`src/rtl/calendar_pkg.sv`:
```
// Shared definitions for the BCD calendar counter.
//   - BCD month constants JAN..DEC
//   - bcd_valid         : nibble is a legal BCD digit
//   - is_leap_bcd       : leap-year test on a 4-digit BCD year
//   - days_in_month_bcd : last day of a month, returned as 2-digit BCD
//   - bcd2_inc/bcd2_dec : 2-digit BCD step helpers for day and month
package calendar_pkg;

    localparam logic [7:0] JAN = 8'h01;
    localparam logic [7:0] FEB = 8'h02;
    localparam logic [7:0] MAR = 8'h03;
    localparam logic [7:0] APR = 8'h04;
    localparam logic [7:0] MAY = 8'h05;
    localparam logic [7:0] JUN = 8'h06;
    localparam logic [7:0] JUL = 8'h07;
    localparam logic [7:0] AUG = 8'h08;
    localparam logic [7:0] SEP = 8'h09;
    localparam logic [7:0] OCT = 8'h10;
    localparam logic [7:0] NOV = 8'h11;
    localparam logic [7:0] DEC = 8'h12;

    function automatic logic bcd_valid(input logic [3:0] nibble);
        return nibble <= 4'd9;
    endfunction

    // Two BCD digits T,U are divisible by 4 exactly when
    // (T even and U in {0,4,8}) or (T odd and U in {2,6}).
    function automatic logic div4_bcd(input logic [7:0] tu);
        logic [3:0] u;
        u = tu[3:0];
        if (tu[4] == 1'b0)
            return (u == 4'd0) || (u == 4'd4) || (u == 4'd8);
        else
            return (u == 4'd2) || (u == 4'd6);
    endfunction

    // Century years (low digits 00) fall back to the high digits under the
    // Gregorian rule, which is the same as "divisible by 400". Year 0000
    // passes either way.
    function automatic logic is_leap_bcd(input logic [15:0] year, input logic gregorian);
        if (gregorian && (year[7:0] == 8'h00))
            return div4_bcd(year[15:8]);
        else
            return div4_bcd(year[7:0]);
    endfunction

    // Unknown months report 31 so that an out-of-range day still reaches a
    // boundary and recovers on the next tick.
    function automatic logic [7:0] days_in_month_bcd(input logic [7:0] month, input logic leap);
        case (month)
            APR, JUN, SEP, NOV: return 8'h30;
            FEB:                return leap ? 8'h29 : 8'h28;
            default:            return 8'h31;
        endcase
    endfunction

    function automatic logic [7:0] bcd2_inc(input logic [7:0] v);
        if (v[3:0] >= 4'd9)
            return {v[7:4] + 4'd1, 4'd0};
        else
            return {v[7:4], v[3:0] + 4'd1};
    endfunction

    function automatic logic [7:0] bcd2_dec(input logic [7:0] v);
        if (v[3:0] == 4'd0)
            return {v[7:4] - 4'd1, 4'd9};
        else
            return {v[7:4], v[3:0] - 4'd1};
    endfunction

endpackage

```
`src/rtl/calendar_counter_bcd_updown_digits.sv`:
```
// N-digit BCD up/down counter with synchronous load and enable.
//   clk, rst_n  : clock, async active-low reset (count = RST_VAL)
//   en_i        : step one count this cycle
//   down_i      : 0 count up, 1 count down
//   load_i      : load load_val_i (wins over en_i)
//   load_val_i  : BCD value to load
//   count_o     : current BCD count
//   wrap_o      : en_i & !load_i & count is at all-9s (up) / all-0s (down)
module bcd_updown_digits #(
    parameter int unsigned     N       = 4,
    parameter logic [4*N-1:0]  RST_VAL = '0
) (
    input  logic           clk,
    input  logic           rst_n,
    input  logic           en_i,
    input  logic           down_i,
    input  logic           load_i,
    input  logic [4*N-1:0] load_val_i,
    output logic [4*N-1:0] count_o,
    output logic           wrap_o
);

    logic [4*N-1:0] count_q, count_d;
    logic           chain_end;

    // Ripple a carry/borrow from the least significant digit. A digit above
    // 9 is treated as the top of its range going up and clamps to 9 going
    // down, so a corrupted value recovers instead of locking up.
    always_comb begin
        logic       c;
        logic [3:0] dig;
        // NOTE: every always_comb output gets a default first so no path
        // leaves it unassigned and a latch is never inferred.
        count_d = count_q;
        c       = 1'b1;
        for (int i = 0; i < int'(N); i++) begin
            dig = count_q[4*i +: 4];
            if (c) begin
                if (!down_i) begin
                    if (dig >= 4'd9) begin
                        dig = 4'd0;
                    end else begin
                        dig = dig + 4'd1;
                        c   = 1'b0;
                    end
                end else begin
                    if (dig == 4'd0) begin
                        dig = 4'd9;
                    end else if (dig > 4'd9) begin
                        dig = 4'd9;
                        c   = 1'b0;
                    end else begin
                        dig = dig - 4'd1;
                        c   = 1'b0;
                    end
                end
            end
            if (en_i)
                count_d[4*i +: 4] = dig;
        end
        chain_end = c;
        if (load_i)
            count_d = load_val_i;
    end

    // NOTE: state registers use non-blocking assignments; only the state is
    // reset, the next-state logic is purely combinational.
    always_ff @(posedge clk or negedge rst_n) begin
        if (!rst_n)
            count_q <= RST_VAL;
        else
            count_q <= count_d;
    end

    assign count_o = count_q;
    assign wrap_o  = en_i & ~load_i & chain_end;

endmodule

```
`src/rtl/calendar_counter.sv`:
```
// BCD calendar date counter (YYYY-MM-DD) with up/down tick and validated load.
//   clk, rst_n  : clock, async active-low reset (date = RST_YEAR/MONTH/DAY)
//   tick        : advance one day (strobe), direction from down
//   down        : 0 increment, 1 decrement
//   load        : load ld_year/ld_month/ld_day (wins over tick)
//   ld_*        : BCD date to load; rejected if not a real date
//   year_bcd, month_bcd, day_bcd : current date
//   leapyear    : current year is a leap year (combinational)
//   carry_month : tick crosses a month boundary this cycle (combinational)
//   carry_year  : tick crosses a year boundary this cycle (combinational)
//   load_err    : previous cycle's load was rejected (registered pulse)
module calendar_counter
    import calendar_pkg::*;
#(
    parameter logic [15:0] RST_YEAR  = 16'h2019,
    parameter logic [7:0]  RST_MONTH = 8'h01,
    parameter logic [7:0]  RST_DAY   = 8'h01,
    parameter bit          GREGORIAN = 1'b1
) (
    input  logic        clk,
    input  logic        rst_n,
    input  logic        tick,
    input  logic        down,
    input  logic        load,
    input  logic [15:0] ld_year,
    input  logic [7:0]  ld_month,
    input  logic [7:0]  ld_day,
    output logic [15:0] year_bcd,
    output logic [7:0]  month_bcd,
    output logic [7:0]  day_bcd,
    output logic        leapyear,
    output logic        carry_month,
    output logic        carry_year,
    output logic        load_err
);

    logic [7:0] day_q, day_d;
    logic [7:0] month_q, month_d;
    logic       load_err_q, load_err_d;

    logic       advance;
    logic [7:0] last_day;
    logic [7:0] prev_month;
    logic       at_first_day, at_last_day;
    logic       at_first_month, at_last_month;
    logic       ld_leap, ld_ok;
    logic [7:0] ld_last_day;
    logic       year_wrap_unused;

    assign leapyear = is_leap_bcd(year_bcd, GREGORIAN);
    assign last_day = days_in_month_bcd(month_q, leapyear);
    assign advance  = tick & ~load;

    // Magnitude compares on packed BCD keep digit ordering; using >= / <=
    // lets out-of-range values count as a boundary and recover.
    assign at_last_day    = day_q >= last_day;
    assign at_first_day   = day_q <= 8'h01;
    assign at_last_month  = month_q >= DEC;
    assign at_first_month = month_q <= JAN;

    assign carry_month = advance & (down ? at_first_day : at_last_day);
    assign carry_year  = carry_month & (down ? at_first_month : at_last_month);

    // Stepping back from January lands in December (always 31 days), so the
    // current year's leap flag is the right one whenever February is reached.
    assign prev_month = at_first_month ? DEC : bcd2_dec(month_q);

    assign ld_leap     = is_leap_bcd(ld_year, GREGORIAN);
    assign ld_last_day = days_in_month_bcd(ld_month, ld_leap);
    assign ld_ok = bcd_valid(ld_year[15:12]) & bcd_valid(ld_year[11:8])
                 & bcd_valid(ld_year[7:4])   & bcd_valid(ld_year[3:0])
                 & bcd_valid(ld_month[7:4])  & bcd_valid(ld_month[3:0])
                 & bcd_valid(ld_day[7:4])    & bcd_valid(ld_day[3:0])
                 & (ld_month >= JAN) & (ld_month <= DEC)
                 & (ld_day != 8'h00) & (ld_day <= ld_last_day);

    // Year only moves when the day/month pair rolls over the year boundary.
    bcd_updown_digits #(
        .N       (4),
        .RST_VAL (RST_YEAR)
    ) u_year (
        .clk        (clk),
        .rst_n      (rst_n),
        .en_i       (carry_year),
        .down_i     (down),
        .load_i     (load & ld_ok),
        .load_val_i (ld_year),
        .count_o    (year_bcd),
        .wrap_o     (year_wrap_unused)
    );

    always_comb begin
        day_d      = day_q;
        month_d    = month_q;
        load_err_d = 1'b0;
        if (load) begin
            load_err_d = ~ld_ok;
            if (ld_ok) begin
                day_d   = ld_day;
                month_d = ld_month;
            end
        end else if (tick) begin
            if (!down) begin
                if (at_last_day) begin
                    day_d   = 8'h01;
                    month_d = at_last_month ? JAN : bcd2_inc(month_q);
                end else begin
                    day_d = bcd2_inc(day_q);
                end
            end else begin
                if (at_first_day) begin
                    month_d = prev_month;
                    day_d   = days_in_month_bcd(prev_month, leapyear);
                end else begin
                    day_d = bcd2_dec(day_q);
                end
            end
        end
    end

    always_ff @(posedge clk or negedge rst_n) begin
        if (!rst_n) begin
            day_q      <= RST_DAY;
            month_q    <= RST_MONTH;
            load_err_q <= 1'b0;
        end else begin
            day_q      <= day_d;
            month_q    <= month_d;
            load_err_q <= load_err_d;
        end
    end

    assign day_bcd   = day_q;
    assign month_bcd = month_q;
    assign load_err  = load_err_q;

endmodule
```
`config.mk`:
```
export PLATFORM = sky130hd
export DESIGN_NAME = calendar_counter
export DESIGN_NICKNAME = d
export VERILOG_FILES = /design/src/rtl/calendar_pkg.sv /design/src/rtl/calendar_counter_bcd_updown_digits.sv /design/src/rtl/calendar_counter.sv
export SDC_FILE = /design/constraint.sdc
export NUM_CORES = 1
export LEC_CHECK = 0
export ABC_AREA = 1
export CAP_MARGIN = 25
export CORE_ASPECT_RATIO = 1.4
export CORE_MARGIN = 2
export CORE_UTILIZATION = 45
export CTS_BUF_LIST = sky130_fd_sc_hd__clkbuf_2
export DETAILED_ROUTE_END_ITERATION = 16
export GPL_TIMING_DRIVEN = 0
export PLACE_DENSITY = 0.78
export RECOVER_POWER = 100
export SYNTH_ARGS = -nofsm -noshare
export SYNTH_HDL_FRONTEND = slang
export SYNTH_SLANG_ARGS = --single-unit
```
`constraint.sdc`:
```
create_clock -name clk -period 2.65 [get_ports clk]
set_input_delay 0.53 -clock clk [delete_from_list [all_inputs] [get_ports clk]]
set_output_delay 0.53 -clock clk [all_outputs]
set_load 0.03 [all_outputs]
```
-- Word level (Yosys, flattened, before mapping)
Index checks and enable logic that the tools add are counted.
Widths: inputs -> output; s select.
- bits in registers: 33
- latch bits: 0
- memory bits (writable): 0
- memory bits (read-only): 0
- input bits: 37
- output and inout port bits: 36
- logic and storage cells: 209
- memories kept: 0
- add/sub/neg operators: 16
- multiply operators: 0
- div/mod/pow operators: 0
- order comparisons: 25
- equality and inequality tests: 34
- shifts and indexed selects: 0
- mux-type cells: 67
- bitwise logic cells: 17
- reduce and logical (&&, ||, !) cells: 41
- operators by type and width (cell ; number):
    $mux 8 ; 18
    $mux 4 ; 23
    $eq 8x3->1 const B ; 6
    $add 4x1->4 const B ; 8
    $eq 4x3->1 const B ; 8
    $le 4x4->1 const B ; 8
    $logic_not 4->1 ; 8
    $sub 4x1->4 const B ; 8
    $pmux 5 s2 ; 3
    $eq 8x2->1 const B ; 3
    $eq 8x4->1 const B ; 3
    $eq 8x5->1 const B ; 3
    $ge 4x4->1 const B ; 6
    $mux 1 ; 22
    $eq 4x2->1 const B ; 4
    $eq 4x4->1 const B ; 4
    $gt 4x4->1 const B ; 4
    $le 8x1->1 const B ; 2
    $logic_not 8->1 ; 2
    $mux 16 ; 1
    $and 1x1->1 ; 15
    $logic_or 1x1->1 ; 12
    $reduce_or 4->1 ; 3
    $reduce_bool 2->1 ; 5
    other kinds (15) ; 21

-- Logic depth before layout (Yosys ltp)
Gate-level depths: netlist of run 1.
- word-level depth: 15
- depth in mapped cells: 22
- depth with buffers taken out: 22

-- Cells and area by module
A second synthesis of run 1 with hierarchy kept.
- cell total of the unflattened synthesis: 675
- area, all modules: 4289.1 um^2
- modules (own cells, without submodules) (module ; instances ; cells each ; area an instance (um^2) ; sequential area each (um^2)):
    calendar_counter ; 1 ; 412 ; 2537.4 ; 427.9
    bcd_updown_digits ; 1 ; 263 ; 1751.7 ; 405.4

-- Worst setup path before layout of run 1
No wires, ideal clock.
- path kind: reg-to-output
- start: register u_year.count_q[0] (netlist: u_year.count_o[0])
- end: output carry_month
- arrival: 2644 ps
- data required time: 2120 ps
- slack: -524 ps
- cell stages (with the launch flop): 18
- path buffers: 0
- cells stage by stage: dfstp_2 inv_1 ha_1 nand2_1 nor2_1 inv_1 o21ai_0 nand2_1 nor2_1 a21oi_1 ha_1 nand2_1 nand2_1 nand2_1 a21oi_1 nand3_1 nand2_1 inv_1
- word-level cells in the longest chain between the ends: 10
- elaborated cells on any way between the ends: 16
- classes of those cells: order compare: 1; eq/ne: 4; mux: 5; bitwise: 1; reduce/logical: 5
- RTL lines (what ; line ; source):
    start, declared ; calendar_counter_bcd_updown_digits.sv:23 ; logic [4*N-1:0] count_q, count_d;
    start signal, assigned ; calendar_counter_bcd_updown_digits.sv:72 ; count_q <= count_d;
    $eq 4x3->1 or $logic_not 4->1 (tied branches) ; calendar_pkg.sv:32 ; return (u == 4'd0) || (u == 4'd4) || (u == 4'd8);
    $logic_or 1x1->1 (2 in a row) ; calendar_pkg.sv:32 ;
    $mux 1 ; calendar_pkg.sv:31 ; if (tu[4] == 1'b0)
    $mux 1 (*) ; calendar_pkg.sv:41 ; if (gregorian && (year[7:0] == 8'h00))
    net leapyear ; calendar_counter.sv:31 ; output logic leapyear,
    $mux 1 (*) ; calendar_pkg.sv:52 ; FEB: return leap ? 8'h29 : 8'h28;
    $pmux 5 s2 (*) ; calendar_pkg.sv:50 ; case (month)
    $ge 8x8->1 (*) ; calendar_counter.sv:56 ; assign at_last_day = day_q >= last_day;
    $mux 1 (*) ; calendar_counter.sv:61 ; assign carry_month = advance & (down ? at_first_day : at_last_day);
    $and 1x1->1 (*) ; calendar_counter.sv:61 ;
    end, declared ; calendar_counter.sv:32 ; output logic carry_month,
The timed path passes the listed nets; every way through them passes the cells marked *.

-- Worst setup path in the final report of run 1
- start: register month_q[0] (netlist: month_bcd[0])
- end: output carry_year
- word-level cells in the longest chain between the ends: 7
- elaborated cells on any way between the ends: 14
- classes of those cells: order compare: 3; eq/ne: 5; mux: 3; bitwise: 2; reduce/logical: 1
- RTL lines (what ; line ; source):
    start, declared ; calendar_counter.sv:38 ; logic [7:0] month_q, month_d;
    start signal, assigned ; calendar_counter.sv:128 ; month_q <= month_d;
    $eq 8x3->1, or another cell as far along ; calendar_pkg.sv:50 ;
    $reduce_or 4->1 ; calendar_pkg.sv:50 ;
    $pmux 5 s2 ; calendar_pkg.sv:50 ;
    $ge 8x8->1 ; calendar_counter.sv:56 ;
    $mux 1 ; calendar_counter.sv:61 ;
    $and 1x1->1 ; calendar_counter.sv:61 ;
    $and 1x1->1 (*) ; calendar_counter.sv:62 ; assign carry_year = carry_month & (down ? at_first_month : at_last_month);
    end, declared ; calendar_counter.sv:33 ; output logic carry_year,
Every way passes the cells marked *; elsewhere a longest branch is shown, timed or not.

==> results of run 1 <==
[path summary, 6_finish.rpt]
check / start / endpoint / slack [ns] / depth (start not counted)
worst max-delay path: month_bcd[0] / carry_year / -0.75 / 15
worst min-delay path: ld_year[4] / u_year.count_o[4] / 0.40 / 3
worst max register to register: month_bcd[0] / u_year.count_o[8] / -0.51 / 21
worst min register to register: day_bcd[0] / day_bcd[0] / 0.52 / 2
max in group asynchronous: rst_n / month_bcd[1] / 0.77 / 1
min in group asynchronous: rst_n / u_year.count_o[8] / 0.61 / 1
[area by class of cell]
class                           count  share of cell area, %
Buffer                              9                  0.806
Clock buffer                        7                  0.627
Clock inverter                      1                 0.0672
Inverter                           86                   6.25
Multi-Input combinational cell    504                   56.7
Sequential cell                    33                   15.1
Tap cell                          105                   2.35
Timing Repair Buffer              106                   18.1
[logic make-up (layout without fill, tap and decap cells)]
kind of cell    after synthesis  in the layout  share of synthesized area (%)
simple gates                323            323                           36.1
compound gates              121            121                           17.5
buf+inv                      95            209                           9.22
fa+ha+maj                    35             35                           10.9
flops                        33             33                           20.7
xor+xnor                     21             21                           4.57
mux                           4              4                          0.994
[report_power, final]
part	internal (uW)	switching, uW	leakage, uW
clock	70.4	205	0.0000306
combinational	1360	2160	0.00227
sequential	702	266	0.000390
[placed cells by master, fill, tap and decap left out, types with 7 or more instances in the layout]
cell	instances
a21oi_1	23
nor2_2	9
inv_1	57
nand4_1	10
xnor2_1	9
buf_6	7
nand3_2	10
buf_4	29
ha_1	24
dlygate4sd3_1	25
nand2_1	141
xor2_1	12
o211ai_1	14
dfrtp_1	21
nor2_1	52
dlymetal6s2s_1	10
nand2_2	9
clkdlybuf4s50_1	22
dlygate4sd2_1	9
clkbuf_2	8
o21ai_1	9
inv_2	19
o21ai_0	45
nand2_4	12
nand3_1	56
[cells in the mapped netlist (all sizes together), types with 6 or more instances]
library cell and number:
nor3 7, o21ai 60, dfrtp 27, a21oi 30
dfstp 6, nor2 68, nand2 164, nand3 67
ha 35, nand4 10, xor2 12, o31ai 7
inv 82, o211ai 14, xnor2 9
[state kept, by name, summed over array words and instances (netlist names)]
name / cells
day_bcd: 8
month_bcd: 8
u_year.count_o: 16
load_err: 1
[worst max-delay path: stages, from the launching register on]
cell and delay, ns:
dfstp_2 0.65, inv_4 0.07, ha_4 0.17, inv_4 0.05, a211oi_2 0.06, o21ai_1 0.17
nand2_2 0.12, nor2_4 0.14, ha_4 0.15, nand2_4 0.04, nor3_4 0.16, nand4_1 0.16
nand3_2 0.14, nand2_4 0.10, nor2_8 0.12, buf_6 0.14
[layer usage]
layer / vias to the layer above / track usage, % / share of wire (%)
li1: 2328 / - / -
met1: 2263 / 28.6 / 37
met2: 203 / 52.5 / 53
met3: 56 / 2.64 / 5.3
met4: 0 / 16.8 / 4.7
met5: - / 0 / 0
[timing repair]
| item | 4_1_cts | 5_1_grt |
|---|---|---|
| setup buffers | 24 | 11 |
| resized for setup | 57 | 62 |
| pin swaps | 15 | 18 |
| setup endpoints to repair | 35 | 35 |
[stage by stage]
step	instances	utilization, %	area, sq um	power, uW	setup TNS, ns
6_report	851	64.5	5590	4760	-10.76
3_3_place_gp	808	57.4	4970	4050	-27.33
3_5_place_dp	808	57.3	4960	4120	-28.34
4_1_cts	840	61.2	5300	4650	-8.37
2_1_floorplan	632	-	4130	3190	-1.15
5_1_grt	851	64.5	5590	5150	-18.21
==> flow_summary.ini, run 1 <==
[timing]
timing.max_slew.rel_slack_pct = -30.6
hold_viol_final = 0
fin_crit_sh_pct = 128
fin_ws_ns = -0.748
setup_violations = 34
period_needed_ns = 3.40
fmax_mhz = 294
slew_violations = 34
grt_setup_unrepaired = true
worst_pin_slew_ns = 1.96
hold_ws_ns = 0.405
skew_ns = 0.0202

[floorplanning]
num_rows = 40
core_sq_mm = 0.00866
fp.dieArea_sq_mm = 0.00974
start_util_pct = 46.5
die-width_um = 84.0
die_y_um = 116
ios = 73

[drt]
routed_wl_um = 13600
firstDrtPassIters = 5
vias_per_cell = 5.70
num_vias = 4850
remaining_drc_errors = 0
post_drt_wl_per_cell_um = 15.9
ant_nets = 0
detail_route.iter0.violations = 337

[cts]
cts_buffers = 5
htreeDepth = 2
clockRootBuffer = clkbuf_2
cts.path.max_buffers = 2
cts_tree = done
insertion_delay_ns = 0.43
holdBufCountCts = 0
clk_pin_slew_ns = 0.19
cts.sinks = 33

[yosys]
netlist_area_sq_mm = 0.00403
synth.net_count = 704
synth_edf_count = 0
synth_area_leaders = dfrtp_1, nand2_1, ha_1
synth_seq_area_share_pct = 20.7
synth_top_area_share_pct = 16.8
ys.warnings.count = 0
synthDistinctLibCells = 43
yosys.area.top_type = dfrtp_1
synthArstFlopShare_pct = 100
ys_ff_latch = 33
netlist_instances = 632
synth_ff_type = dfrtp_1
synth.avg_cell_area_sq_um = 6.37

[power]
ir_drop_uv = 619
total_leakage_power_uw = 0.00269
p_per_area_mw_per_mm2 = 852

[place]
portBuffers = 71
dp_slack_ns = -1.13
hpwl_um = 9780
gp_congestion = 0.936

[global_routing]
antenna_found_initial = 0
grt_pass1_wl_um = 21700
gr-total-overflow = 0
grt_max_degree = 34
grt.total_usage_pct = 27.4
grt_pass1_vias = 4888

[job]
cap_violations = 1

[worst_hold_path]
hold_path.class = in -> reg

[setup_path]
worstPathArrival_ns = 2.87
endpoint_kind = primary output
cp-start-kind = flip-flop
cp_max_fo = 4
crit_type = reg -> out
worst_ep_required_time_ns = 2.12

[layout]
num_antenna_cells = 0
nNetsFinal = 817
n_fill_cell = 782
area_growth_pct = 38.7
seq_area_sq_um = 841
multi_input_area_sq_mm = 0.00317
drive_above_1_share_pct = 22.7

[run_status]
violations = max-capacitance violations, max-slew violations, negative setup slack
status = finished, violations left
Note: power is estimated with default switching activity, not from simulation.
==> run 2, diff against run 1 <==
--- a/config.mk
+++ b/config.mk
@@ -12,7 +12,6 @@
 export CORE_UTILIZATION = 45
 export CTS_BUF_LIST = sky130_fd_sc_hd__clkbuf_2
 export DETAILED_ROUTE_END_ITERATION = 16
-export GPL_TIMING_DRIVEN = 0
 export PLACE_DENSITY = 0.78
 export RECOVER_POWER = 100
 export SYNTH_ARGS = -nofsm -noshare
==> flow_summary.ini, run 2 (same netlist as run 1, synthesis figures left out) <==
[setup_path]
crit_type = reg -> out
regToRegStartpoint = month_bcd[0]
worst_ep_required_time_ns = 2.12
regToRegEndpoint = u_year.count_o[12]
endpoint_kind = primary output
reg2reg_depth = 23
worstPathArrival_ns = 2.85
cp-start-kind = flip-flop
cp_max_fo = 3
r2r_slack_ns = -0.51

[drt]
ant_nets = 0
vias_per_cell = 5.75
num_vias = 5388
detail_route.iter0.violations = 404
post_drt_wl_per_cell_um = 16.3
routed_wl_um = 15300
firstDrtPassIters = 7
remaining_drc_errors = 0

[worst_hold_path]
hold_end = day_bcd[0]
min_path_cells = 2
hold_path.class = reg -> reg
hp-start = day_bcd[0]

[timing]
fin_ws_ns = -0.727
fin_crit_sh_pct = 127
grt_setup_unrepaired = true
setup_violations = 34
hold_viol_final = 0
tns_ns = -10.91
timing.max_slew.rel_slack_pct = -31.1
skew_ns = 0.00792
period_needed_ns = 3.38
fmax_mhz = 296
worst_pin_slew_ns = 1.97
slew_violations = 34

[cts]
cts_buffers = 5
cts.sinks = 33
cts.path.max_buffers = 2
clockRootBuffer = clkbuf_2
insertion_delay_ns = 0.40
htreeDepth = 2
clk_pin_slew_ns = 0.19
cts_tree = done

[place]
portBuffers = 72
gp_congestion = 1.00
placed_cells = 905
hpwl_um = 11200

[run_status]
status = finished, violations left
violations = max-capacitance violations, max-slew violations, negative setup slack

[global_routing]
grt_max_degree = 34
grt_pass1_wl_um = 24200
gr-total-overflow = 0
grt_pass1_vias = 5472
grt.total_usage_pct = 30.6
antenna_found_initial = 0

[layout]
drive_above_1_share_pct = 29.9
nNetsFinal = 903
final_common_cell = nand2_1
largest_register_ffs = 16
num_antenna_cells = 0
mostFrequentLayoutCells = nand2_1, buf_4, inv_1, clkdlybuf4s50_1, nand3_1
area_growth_pct = 56.3
finalNonFillerCells = 937

[job]
cap_violations = 1

[power]
ir_drop_uv = 760
p_per_area_mw_per_mm2 = 877
total_leakage_power_uw = 0.00305

[floorplanning]
ios = 73
die-width_um = 84.0
num_rows = 40
core_sq_mm = 0.00866
start_util_pct = 46.5
fp.dieArea_sq_mm = 0.00974
die_y_um = 116
-- run 2: cell types whose count changed in the layout (fill, tap and decap cells not counted), moves of 8 or more --
cell             previous run  this run
clkdlybuf4s50_1            22        61
dlymetal6s2s_1             10         2
o21ai_1                     9        17
buf_4                      29       118
o21ai_0                    45        35
dlygate4sd3_1              25         4
-- run 2: cell type report --
class | count | area, sq um
Clock buffer | 5 | 25.0
Clock inverter | 3 | 12.5
Fill cell | 658 | 2360
Inverter | 86 | 344
Multi-Input combinational cell | 504 | 3210
Sequential cell | 33 | 841
Tap cell | 105 | 131
Timing Repair Buffer | 201 | 1730
-- run 2: through the flow --
stage | utilization, % | hold WS [ns] | instance area (sq um) | total power, uW | worst slack, ns
after global routing | 72.7 | 0.541 | 6300 | 5920 | -0.823
final | 72.7 | 0.523 | 6300 | 5520 | -0.727
after CTS | 69.6 | 0.522 | 6020 | 5250 | -0.700
after floorplan | - | 0.234 | 4130 | 3190 | -0.153
after detailed placement | 66.0 | 0.498 | 5720 | 4780 | -0.583
after global placement | 66.0 | 0.493 | 5720 | 4640 | -0.476
-- run 2: metal layers --
metal	GRT usage [%]	vias to the layer above	share of wire [%]	wire length [um]
met4	21.3	0	7.2	1110
met5	0	-	0	0
met1	29.4	2479	34	5240
li1	-	2495	-	-
met2	59.5	302	52	7990
met3	4.34	112	6.3	972
-- run 2: worst max-delay path, stage by stage (launching register included) --
cell      delay, ns
dfstp_2        0.64
inv_4          0.07
ha_4           0.16
inv_2          0.06
a211oi_2       0.07
o21ai_2        0.17
nand2_4        0.10
nor2_4         0.12
ha_4           0.22
nand2_4        0.06
nor3_4         0.04
buf_4          0.15
a21oi_4        0.13
nand3_2        0.12
nand2_4        0.15
nor2_8         0.06
buf_6          0.13
-- run 2: timing repair --
| item | 4_1_cts | 5_1_grt |
|---|---|---|
| gates resized for setup | 50 | 54 |
| pin swaps | 13 | 23 |
| buffers inserted | 16 | 8 |
| endpoints found under the hold margin | 0 | 0 |
| setup endpoints to repair | 35 | 36 |
| hold buffers | 0 | 0 |
-- run 2: power breakdown --
part	leakage, uW	switching, uW	internal [uW]	total (uW)
clock network	0.0000278	199	57.8	257
logic	0.00263	2490	1880	4360
registers	0.000390	200	701	902
-- run 2: worst max path at each step --
stage / startpoint / slack (ns) / endpoint
2_1_floorplan: month_bcd[0] / -0.15 / carry_year
3_3_place_gp: ld_month[5] / -0.48 / u_year.count_o[15]
3_5_place_dp: ld_month[7] / -0.58 / u_year.count_o[12]
4_1_cts: month_bcd[0] / -0.70 / carry_year
5_1_grt: u_year.count_o[8] / -0.82 / carry_year
6_report: month_bcd[0] / -0.73 / carry_year
